[src/rtl/mem_pkg.sv]
// Shared types, size encodings and helpers for the data-memory access stage.
// Sub-word helpers only matter when DMEM_SUBWORD_EN is defined; otherwise every access is a word.
package mem_pkg;

    typedef enum logic {
        ST_IDLE   = 1'b0,
        ST_ACCESS = 1'b1
    } state_e;

    localparam logic [1:0] SIZE_BYTE   = 2'b00;
    localparam logic [1:0] SIZE_HALF   = 2'b01;
    localparam logic [1:0] SIZE_WORD   = 2'b10;
    localparam logic [7:0] TIMEOUT_CYC = 8'd255;

    function automatic logic addr_aligned(input logic [1:0] size, input logic [1:0] off);
        logic ok;
        case (size)
            SIZE_BYTE: ok = 1'b1;
            SIZE_HALF: ok = ~off[0];
            default:   ok = (off == 2'b00);
        endcase
        return ok;
    endfunction

    function automatic logic [3:0] byte_enable(input logic [1:0] size, input logic [1:0] off);
        logic [3:0] be;
        case (size)
            SIZE_BYTE: be = 4'b0001 << off;
            SIZE_HALF: be = off[1] ? 4'b1100 : 4'b0011;
            default:   be = 4'hF;
        endcase
        return be;
    endfunction

    // Narrow stores are replicated so the enabled lane always carries the data.
    function automatic logic [31:0] store_lanes(input logic [1:0] size, input logic [31:0] data);
        logic [31:0] lanes;
        case (size)
            SIZE_BYTE: lanes = {4{data[7:0]}};
            SIZE_HALF: lanes = {2{data[15:0]}};
            default:   lanes = data;
        endcase
        return lanes;
    endfunction

endpackage

[src/rtl/mem_load_fmt.sv]
// Load data formatter: selects the addressed byte/half of the read word and sign- or zero-extends it.
module mem_load_fmt
    import mem_pkg::*;
(
    input  logic [31:0] rdata_i,
    input  logic [1:0]  addr_lo_i,
    input  logic [1:0]  size_i,
    input  logic        sign_i,
    output logic [31:0] memdata_o
);

    logic [7:0]  byte_sel;
    logic [15:0] half_sel;

    always_comb begin
        byte_sel = rdata_i[{addr_lo_i, 3'b000} +: 8];
        half_sel = addr_lo_i[1] ? rdata_i[31:16] : rdata_i[15:0];
        case (size_i)
            SIZE_BYTE: memdata_o = {{24{sign_i & byte_sel[7]}}, byte_sel};
            SIZE_HALF: memdata_o = {{16{sign_i & half_sel[15]}}, half_sel};
            default:   memdata_o = rdata_i;
        endcase
    end

endmodule

[src/rtl/mem_access.sv]
// MEM pipeline stage: drives one data-memory request per load/store and stalls the pipe until ack or timeout.
// Optional byte/half accesses are enabled with the DMEM_SUBWORD_EN macro.
//
// state     | meaning
// ST_IDLE   | access decided from EX_MEM inputs; a valid aligned load/store starts a request
// ST_ACCESS | request held from registered fields until dmem_ack_i or wait-counter timeout
module mem_access
    import mem_pkg::*;
(
    input  logic        clk_i,
    input  logic        rst_n_i,
    input  logic        valid_i,
    input  logic        memread_i,
    input  logic        memwrite_i,
    input  logic [31:0] addr_i,
    input  logic [31:0] wdata_i,
    input  logic [1:0]  wb_i,
    input  logic [4:0]  writeaddr_i,
`ifdef DMEM_SUBWORD_EN
    input  logic [1:0]  size_i,
    input  logic        sign_i,
`endif
    output logic        dmem_req_o,
    output logic        dmem_we_o,
    output logic [31:0] dmem_addr_o,
    output logic [31:0] dmem_wdata_o,
    output logic [3:0]  dmem_be_o,
    input  logic        dmem_ack_i,
    input  logic [31:0] dmem_rdata_i,
    output logic [31:0] memdata_o,
    output logic [31:0] aluresult_o,
    output logic [1:0]  wb_o,
    output logic [4:0]  writeaddr_o,
    output logic        stall_o,
    output logic        misalign_o,
    output logic        bus_err_o
);

    state_e      state_q, state_d;
    logic [7:0]  cnt_q, cnt_d;
    logic [29:0] addr_q, addr_d;
    logic [31:0] wdata_q, wdata_d;
    logic        we_q, we_d;
    logic [3:0]  be_q, be_d;
    logic [1:0]  off_q, off_d;
    logic [1:0]  size_q, size_d;
    logic        sign_q, sign_d;

    logic [1:0]  size_in;
    logic        sign_in;
    logic        is_mem, aligned, start, timeout;
    logic [31:0] fmt_data;

`ifdef DMEM_SUBWORD_EN
    assign size_in = size_i;
    assign sign_in = sign_i;
`else
    assign size_in = SIZE_WORD;
    assign sign_in = 1'b0;
`endif

    assign is_mem  = valid_i & (memread_i | memwrite_i);
    assign aligned = addr_aligned(size_in, addr_i[1:0]);
    assign start   = is_mem & aligned;
    assign timeout = (state_q == ST_ACCESS) & ~dmem_ack_i & (cnt_q == TIMEOUT_CYC);

    always_ff @(posedge clk_i or negedge rst_n_i) begin
        if (!rst_n_i) begin
            state_q <= ST_IDLE;
            cnt_q   <= '0;
            addr_q  <= '0;
            wdata_q <= '0;
            we_q    <= 1'b0;
            be_q    <= '0;
            off_q   <= '0;
            size_q  <= SIZE_WORD;
            sign_q  <= 1'b0;
        end else begin
            state_q <= state_d;
            cnt_q   <= cnt_d;
            addr_q  <= addr_d;
            wdata_q <= wdata_d;
            we_q    <= we_d;
            be_q    <= be_d;
            off_q   <= off_d;
            size_q  <= size_d;
            sign_q  <= sign_d;
        end
    end

    always_comb begin
        state_d = state_q;
        cnt_d   = cnt_q;
        addr_d  = addr_q;
        wdata_d = wdata_q;
        we_d    = we_q;
        be_d    = be_q;
        off_d   = off_q;
        size_d  = size_q;
        sign_d  = sign_q;
        if (state_q == ST_IDLE) begin
            if (start) begin
                state_d = ST_ACCESS;
                cnt_d   = '0;
                addr_d  = addr_i[31:2];
                wdata_d = store_lanes(size_in, wdata_i);
                we_d    = memwrite_i;
                be_d    = byte_enable(size_in, addr_i[1:0]);
                off_d   = addr_i[1:0];
                size_d  = size_in;
                sign_d  = sign_in;
            end
        end else if (dmem_ack_i || timeout) begin
            state_d = ST_IDLE;
        end else begin
            cnt_d = cnt_q + 8'd1;
        end
    end

    // Ack in the timeout cycle wins because timeout already excludes dmem_ack_i.
    always_comb begin
        dmem_req_o = 1'b0;
        dmem_we_o  = 1'b0;
        dmem_be_o  = 4'h0;
        stall_o    = 1'b0;
        misalign_o = 1'b0;
        bus_err_o  = 1'b0;
        wb_o       = wb_i;
        if (state_q == ST_IDLE) begin
            stall_o    = start;
            misalign_o = is_mem & ~aligned;
            if (is_mem && !aligned) begin
                wb_o = 2'b00;
            end
        end else begin
            dmem_req_o = 1'b1;
            dmem_we_o  = we_q;
            dmem_be_o  = be_q;
            stall_o    = ~dmem_ack_i & ~timeout;
            bus_err_o  = timeout;
            if (timeout) begin
                wb_o = 2'b00;
            end
        end
    end

    mem_load_fmt u_load_fmt (
        .rdata_i   (dmem_rdata_i),
        .addr_lo_i (off_q),
        .size_i    (size_q),
        .sign_i    (sign_q),
        .memdata_o (fmt_data)
    );

    assign memdata_o    = ((state_q == ST_ACCESS) && dmem_ack_i) ? fmt_data : 32'h0;
    assign dmem_addr_o  = {addr_q, 2'b00};
    assign dmem_wdata_o = wdata_q;
    assign aluresult_o  = addr_i;
    assign writeaddr_o  = writeaddr_i;

endmodule

[config.mk]
export PLATFORM = sky130hd
export DESIGN_NAME = mem_access
export DESIGN_NICKNAME = d
export VERILOG_FILES = /design/src/rtl/mem_pkg.sv /design/src/rtl/mem_load_fmt.sv /design/src/rtl/mem_access.sv
export SDC_FILE = /design/constraint.sdc
export NUM_CORES = 1
export LEC_CHECK = 0
export BUFFER_PORTS_ARGS = -buffer_cell sky130_fd_sc_hd__buf_4
export CORE_MARGIN = 3
export CORE_UTILIZATION = 38
export DETAILED_ROUTE_END_ITERATION = 6
export GPL_TIMING_DRIVEN = 1
export PLACE_DENSITY_LB_ADDON = 0.08
export SLEW_MARGIN = 0
export SYNTH_ARGS = -nofsm -noshare
export SYNTH_HDL_FRONTEND = slang
export SYNTH_SLANG_ARGS = --single-unit
[constraint.sdc]
create_clock -name clk_i -period 1.4 [get_ports clk_i]
set_input_delay 0.14 -clock clk_i [delete_from_list [all_inputs] [get_ports clk_i]]
set_output_delay 0.14 -clock clk_i [all_outputs]
set_load 0.005 [all_outputs]
==> results of run 1 <==
## registers in the layout (all words and copies together) (netlist names)
| name | count |
|---|---|
| be_q | 1 |
| cnt_q | 8 |
| addr_q | 30 |
| we_q | 1 |
| state_q | 1 |
| dmem_wdata_o | 32 |
## what timing repair did
action / 4_1_cts / 5_1_grt
gates cloned: 6 / 1
buffers inserted: 13 / 3
hold buffers: 1 / 1
endpoints found under the setup margin: 101 / 113
hold endpoints to repair: 73 / 1
resized for setup: 30 / 22
pin swaps: 9 / 10
## per-layer routing
layer / track usage (%) / wire length [um]
met1: 22.6 / 4200
met2: 32.8 / 5690
met3: 5.25 / 714
met4: 4.97 / 95
met5: 0 / 0
## per-stage QoR
step | TNS (ns) | total power, W | util [%] | instance area [sq um] | hold WS, ns
2_1_floorplan | 0 | 0.00379 | - | 3750 | -0.156
3_3_place_gp | -3.27 | 0.00498 | 58.6 | 5490 | 0.189
3_5_place_dp | -4.51 | 0.00501 | 58.6 | 5490 | 0.188
4_1_cts | -16.89 | 0.00697 | 65.4 | 6130 | 0.00705
5_1_grt | -18.36 | 0.00726 | 66.0 | 6190 | 0.000958
6_report | -14.38 | 0.00689 | 66.0 | 6190 | 0.0301
## cell usage after synthesis, types with 2 or more instances
library cell / count / area share [%]
o21ai_0: 2 / 0.27
xnor2_1: 3 / 0.71
nor2_1: 5 / 0.50
a211oi_1: 2 / 0.40
buf_6: 8 / 2.4
a21oi_1: 2 / 0.27
buf_4: 43 / 8.7
nand4_1: 2 / 0.34
mux2_4: 63 / 25
nand2_1: 4 / 0.40
mux2i_1: 2 / 0.54
nand3_1: 2 / 0.27
dfrtp_1: 73 / 49
and3_1: 33 / 5.5
clkbuf_1: 6 / 0.60
and2_1: 5 / 0.84
## kinds of logic (layout without fill, tap and decap cells)
kind of cell    Yosys count  in the layout  synth area share [%]
flops                    73             73                  49.1
mux                      65             65                  25.9
simple gates             62             62                  10.2
buf+inv                  58            299                  11.8
compound gates           10             10                  1.85
xor+xnor                  3              3                 0.706
fa+ha+maj                 1              1                 0.336
other cells               1              2                 0.101
## power by group through the flow
stage / combinational, W / clock, W / sequential, W
2_1_floorplan: 0.000898 / 0 / 0.00289
4_1_cts: 0.00225 / 0.00187 / 0.00285
3_3_place_gp: 0.00210 / 0 / 0.00288
5_1_grt: 0.00238 / 0.00196 / 0.00291
3_5_place_dp: 0.00213 / 0 / 0.00288
6_report: 0.00224 / 0.00180 / 0.00285
## cells in the final DEF, fill, tap and decap left out, types with 4 or more instances in the layout
cell	synthesis	routed
buf_4	43	256
dfrtp_1	73	71
mux2_4	63	63
and3_1	33	28
buf_12	0	11
clkbuf_8	0	9
and3_4	0	5
buf_16	0	5
buf_6	8	5
nor2_1	5	4
## critical path, cell delays in order (launching register included)
cell and delay, ns:
dfrtp_1 0.40, buf_6 0.14, and2b_1 0.18, and2_4 0.17, a21oi_2 0.12, and2_1 0.14
buf_4 0.11
## path summary, 6_finish.rpt
check | end | slack, ns | cells past startpoint
worst max-delay path | wb_o[1] | -0.31 | 6
worst min-delay path | dmem_wdata_o[28] | 0.03 | 2
worst max register to register | dmem_wdata_o[23] | -0.27 | 6
worst min register to register | be_q[0] | 0.49 | 1
max in group asynchronous | cnt_q[7] | 0.71 | 3
min in group asynchronous | addr_q[4] | 0.35 | 3
## layout make-up
| class | count | area share (%) |
|---|---|---|
| Inverter | 1 | 0.0606 |
| Tap cell | 129 | 2.61 |
| Multi-Input combinational cell | 143 | 25.3 |
| Sequential cell | 73 | 29.6 |
| Clock buffer | 10 | 2.06 |
| Timing Repair Buffer | 282 | 39.0 |
| Clock inverter | 6 | 1.46 |
==> PnR_summary.wiki, run 1 <==
{| class="wikitable"
! Metric !! Value
|-
| Result of the run || finished, violations left
|-
| Violations in the final reports || negative setup slack
|-
| Leakage power || 3.21 nW
|-
| Critical path required time || 1.26 ns
|-
| Growth of design area from synthesis to finish || 66.3%
|-
| Clock Pin Slew Worst Setup and Hold Paths || 0.09 ns
|-
| Share of the yosys chip area belonging to registers || 49.1%
|-
| Num Clock Sinks || 73
|-
| GP Congestion || 0.775
|-
| Final standard cell count with taps included and fillers excluded || 644
|-
| Worst hold-check path type || input port to flop
|-
| Area inside the core boundary || 9370 sq um
|-
| CTS root buf || clkbuf_8
|-
| Final antenna-violating net count || 0
|-
| Sum of routed wire length over all layers || 10700 um
|-
| Net Sw Power || 0.00172 W
|-
| Switching part of the total || 25.0%
|-
| Number of antenna violations at the first check in global routing || 0
|-
| Wire length of the first global-routing pass || 16300 um
|-
| WP data arrival || 1.57 ns
|-
| Final min period || 1.71 ns
|-
| Gate count after technology mapping || 273
|-
| RSZ-0062 raised after global routing || true
|-
| Total of buffers placed on input and output ports || 240
|-
| Number of enable-type register cells in the synthesized netlist || 0
|-
| Max-cap check violation count || 0
|-
| Post-synthesis area per instance || 13.6 sq um
|-
| Async S/R FF share, synth || 100%
|-
| Number of buffers on the longest clock path || 2
|-
| Number of violations reported at the end of detailed-routing iteration 0 || 55
|-
| Period utilisation layout || 122%
|-
| Worst setup path class || flop to primary output
|-
| Vias after detailed routing || 2927
|-
| Post-Syn Area || 3720 sq um
|-
| Num ports || 253
|-
| Worst Skew || 0.0108 ns
|-
| # diodes || 0
|-
| Die span in y || 105 um
|-
| Proportion of layout cells with a drive suffix above 1 || 73.8%
|-
| TritonCTS clock tree || done
|-
| Vias per cell || 4.55
|-
| Final count of pins violating max slew || 0
|-
| Startpoint of the worst register-to-register path || state_q
|-
| Inserted Clock Buffers || 9
|-
| Register share of total power || 41.4%
|-
| Setup crit start kind || flop
|-
| Worst-Skew Late Latency || 0.33 ns
|-
| Flop and latch count out of synthesis || 73
|-
| Multi-input combinational cell area || 1570 sq um
|-
| Net count reported at finish || 620
|-
| Area of all sequential standard cells || 1830 sq um
|-
| Number of distinct library cell variants in the gate-level netlist after synthesis || 34
|-
| H-tree depth reported by CTS || 3
|-
| Number of rows created at floorplan || 35
|-
| Leftover overflow at the end of global routing || 0
|-
| Aggregate global-route resource usage || 18.7%
|-
| Number of filler instances in the final layout || 712
|-
| Drt drc || 0
|-
| WL per Instance || 16.6 um
|-
| Most used flip-flop cell after synthesis || dfrtp_1
|-
| HP Start || wdata_i[28]
|-
| Maximum vdd ir drop || 0.000583 V
|-
| Design internal power || 0.00516 W
|-
| Sort of element at the end of the critical path || primary output
|-
| Initial core utilization || 39.7%
|-
| Logic gate share of total power || 32.5%
|-
| Pwr/cell area || 1110 nW/um^2
|-
| Maximum number of pins on one net before global-route repair || 74
|-
| Worst setup startpoint || state_q
|-
| # placed instances || 608
|-
| Die X || 105 um
|-
| Setup Slack @ Placement || -0.0930 ns
|-
| Max Clk Rate || 583 MHz
|-
| Via count of the first global-routing pass || 3045
|-
| Minimum setup slack in the final design || -0.315 ns
|-
| Placed wire-length estimate after detailed placement || 7650 um
|-
| Die ar. || 11000 sq um
|-
| Worst-path fanout max || 3
|-
| Clock share of power || 26.1%
|-
| Synth warnings || 0
|-
| Number of iterations in the first detailed-routing pass || 4
|-
| Final Hold Fails || 0
|-
| Finish-stage setup viols || 107
|}
(Power assumes the default switching activity.)
==> inputs of run 2 (changes only) <==
--- a/config.mk
+++ b/config.mk
@@ -7,7 +7,7 @@
 export LEC_CHECK = 0
 export BUFFER_PORTS_ARGS = -buffer_cell sky130_fd_sc_hd__buf_4
 export CORE_MARGIN = 3
-export CORE_UTILIZATION = 38
+export CORE_UTILIZATION = 40
 export DETAILED_ROUTE_END_ITERATION = 6
 export GPL_TIMING_DRIVEN = 1
 export PLACE_DENSITY_LB_ADDON = 0.08
==> constraint.sdc (replaced) <==
create_clock -name clk_i -period 1.8 [get_ports clk_i]
set_input_delay 0.18 -clock clk_i [delete_from_list [all_inputs] [get_ports clk_i]]
set_output_delay 0.18 -clock clk_i [all_outputs]
set_load 0.005 [all_outputs]
==> run 2 against run 1 <==
The flow now finishes without violations. Hold slack better by 0.027 ns. Via count down 3.7%. Final cell count shrank 6.2%. Combinational power is 25% lower. Power decreased by 25%. Clock skew increased by 0.0026 ns. First-iteration DRC count up 51%. Register-to-register slack better by 0.40 ns. Global-route usage shrank 0.35 points. Critical path depth stayed put. Cell area decreased by 7.8%. Sequential share of layout area is 2.5 points higher. Critical path type unchanged. Largest cell class unchanged. Largest power group unchanged.
==> PnR_summary.wiki, run 2 (synthesis gave the netlist of run 1 again) <==
{| class="wikitable"
! Metric !! Value
|-
| Result of the run || finished clean
|-
| Max Clk Rate || 561 MHz
|-
| WL per Instance || 16.9 um (+1.4%)
|-
| Vias after detailed routing || 2820 (-3.7%)
|-
| Aggregate global-route resource usage || 18.4% (-0.35 points)
|-
| Finish-stage setup viols || 0 (-100%)
|-
| Number of iterations in the first detailed-routing pass || 4 (unchanged)
|-
| Initial core utilization || 41.9% (+2.1 points)
|-
| Setup crit start kind || flop
|-
| Register share of total power || 42.9% (+1.5 points)
|-
| Most used cells in the layout excluding fill and tap cells || 255 x buf_4, 72 x dfrtp_1, 63 x mux2_4, 32 x and3_1, 9 x clkbuf_8
|-
| Period utilisation layout || 99.0%
|-
| Setup Slack @ Placement || 0.148 ns (+0.241 ns)
|-
| Number of flip-flops under the largest register name || 32 (unchanged)
|-
| WP data arrival || 1.60 ns (+0.03 ns)
|-
| CP peak stage delay || 0.40 ns (about the same)
|-
| H-tree depth reported by CTS || 3 (unchanged)
|-
| Sort of element at the end of the critical path || primary output
|-
| Die span in y || 102 um (-2.4%)
|-
| Worst path slowest cell || dfrtp_1
|-
| Number of rows created at floorplan || 34 (-2.9%)
|-
| Worst setup startpoint || cnt_q[1]
|-
| Maximum number of pins on one net before global-route repair || 41 (-45%)
|-
| Pwr/cell area || 902 nW/um^2 (-19%)
|-
| Max-cap check violation count || 0 (unchanged)
|-
| # diodes || 0 (unchanged)
|-
| CTS root buf || clkbuf_8
|-
| Net count reported at finish || 601 (-3.1%)
|-
| TritonCTS clock tree || done
|-
| Clock share of power || 24.7% (-1.4 points)
|-
| Area inside the core boundary || 8890 sq um (-5.1%)
|-
| Total power || 0.00515 W (-25%)
|-
| Library cell appearing most often on the critical path || and2_4
|-
| GP Congestion || 0.811 (+4.6%)
|-
| Fin area || 5710 sq um (-7.8%)
|-
| Worst Skew || 0.0134 ns (+0.00263 ns)
|-
| Growth of design area from synthesis to finish || 53.4%
|-
| Number of violations reported at the end of detailed-routing iteration 0 || 83 (+51%)
|-
| Most common cell after layout, fill and taps aside || buf_4
|-
| Number of antenna violations at the first check in global routing || 0 (unchanged)
|-
| Final count of pins violating max slew || 0 (unchanged)
|-
| Worst-path fanout max || 2 (-1)
|-
| Minimum setup slack in the final design || 0.0173 ns (+0.332 ns)
|-
| Clock Pin Slew Worst Setup and Hold Paths || 0.09 ns (about the same)
|-
| Vias per cell || 4.67 (+2.7%)
|-
| Placed wire-length estimate after detailed placement || 7660 um (+0.14%)
|-
| Total of buffers placed on input and output ports || 240 (unchanged)
|-
| Final min period || 1.78 ns
|-
| Net Sw Power || 0.00133 W (-23%)
|-
| Worst setup path class || flop to primary output
|-
| Leakage power || 3.02 nW (-5.8%)
|-
| Cell Chain, Critical Path || ha_2, and3_4, and2_4, a21oi_4, and2_4, buf_6
|-
| Proportion of layout cells with a drive suffix above 1 || 71.6% (-2.2 points)
|-
| Num Clock Sinks || 73 (unchanged)
|-
| Num ports || 253 (unchanged)
|-
| Area after detailed placement || 5320 sq um (-3.1%)
|-
| Worst hold-check path type || input port to flop
|-
| Via count of the first global-routing pass || 2769 (-9.1%)
|-
| HP Start || wdata_i[28]
|-
| Design internal power || 0.00382 W (-26%)
|-
| Number of buffers on the longest clock path || 2 (unchanged)
|-
| Switching part of the total || 25.9% (+0.83 points)
|-
| Startpoint of the worst register-to-register path || cnt_q[1]
|-
| Logic gate share of total power || 32.4% (about the same)
|-
| Maximum vdd ir drop || 0.000460 V (-21%)
|-
| Leftover overflow at the end of global routing || 0 (unchanged)
|-
| Die ar. || 10500 sq um (-4.7%)
|-
| Critical path required time || 1.62 ns (+0.36 ns)
|-
| RSZ-0062 raised after global routing || true
|-
| Worst-Skew Late Latency || 0.35 ns (+0.02 ns)
|-
| Final antenna-violating net count || 0 (unchanged)
|-
| Drt drc || 0 (unchanged)
|-
| Die X || 102 um (-2.4%)
|-
| Final Hold Fails || 0 (unchanged)
|-
| Inserted Clock Buffers || 9 (unchanged)
|-
| Sum of routed wire length over all layers || 10200 um (-4.9%)
|-
| Wire length of the first global-routing pass || 14800 um (-9.3%)
|}
-- run 2: cell count changes in the layout (fill, tap and decap cells not counted), sizes merged --
cell | before | now
buf | 279 | 262
bufinv | 2 | 1
clkbuf | 11 | 10
clkinvlp | 1 | 2
dlygate4sd3 | 2 | 1
-- run 2: area by class of cell --
class | count | area (sq um)
inverters | 1 | 3.75
fillers | 717 | 3180
multi-input cells | 143 | 1510
repair buffers | 263 | 2040
clock buffers | 10 | 128
well taps | 108 | 135
flip-flops and latches | 73 | 1830
clock inverters | 6 | 67.6
-- run 2: power groups by stage --
stage                     registers [W]  clock network, W  logic (W)
after floorplan                 0.00225                 0   0.000697
after global placement          0.00222                 0    0.00163
after detailed placement        0.00224                 0    0.00163
after CTS                       0.00221           0.00132    0.00167
after global routing            0.00226           0.00139    0.00179
final                           0.00221           0.00127    0.00167
-- run 2: routing by layer --
| metal | vias up | share of wire (%) | wire, um | global-route usage [%] |
|---|---|---|---|---|
| met5 | - | 0 | 0 | 0 |
| met4 | 0 | 1.5 | 152 | 6.66 |
| met3 | 12 | 6.7 | 681 | 3.82 |
| met2 | 126 | 53 | 5400 | 31.3 |
| met1 | 1343 | 39 | 3950 | 23.1 |
| li1 | 1339 | - | - | - |
-- run 2: per-stage QoR --
step                      instances  util (%)  setup TNS [ns]  hold slack, ns
after floorplan                 274         -               0          -0.116
after global placement          572      59.9               0           0.156
after detailed placement        572      59.9               0           0.163
after CTS                       595      63.3          -0.118          0.0368
after global routing            604      64.2          -0.116          0.0449
final                           604      64.2               0          0.0575
-- run 2: timing repair --
item | CTS | global route
buffers inserted | 6 | 9
hold endpoints to repair | 33 | 0
pin swaps | 3 | 6
hold buffers | 1 | 0
endpoints found under the setup margin | 3 | 3
gates resized for setup | 14 | 5
-- run 2: final timing paths --
path	slack [ns]	depth (start not counted)	to
max	0.02	6	wb_o[0]
min	0.06	2	dmem_wdata_o[28]
max reg2reg	0.13	7	cnt_q[7]
min reg2reg	0.49	1	be_q[0]
max in group asynchronous	0.89	3	cnt_q[2]
min in group asynchronous	0.31	2	dmem_wdata_o[28]
-- run 2: critical path: cells and delay by family, from the launching register on --
family                     cells  cell delay (ns)
and+or+nand+nor                3             0.46
buffers and inverters          1             0.08
adders and majority gates      1             0.20
DFF                            1             0.40
AOI/OAI and AO/OA              1             0.12
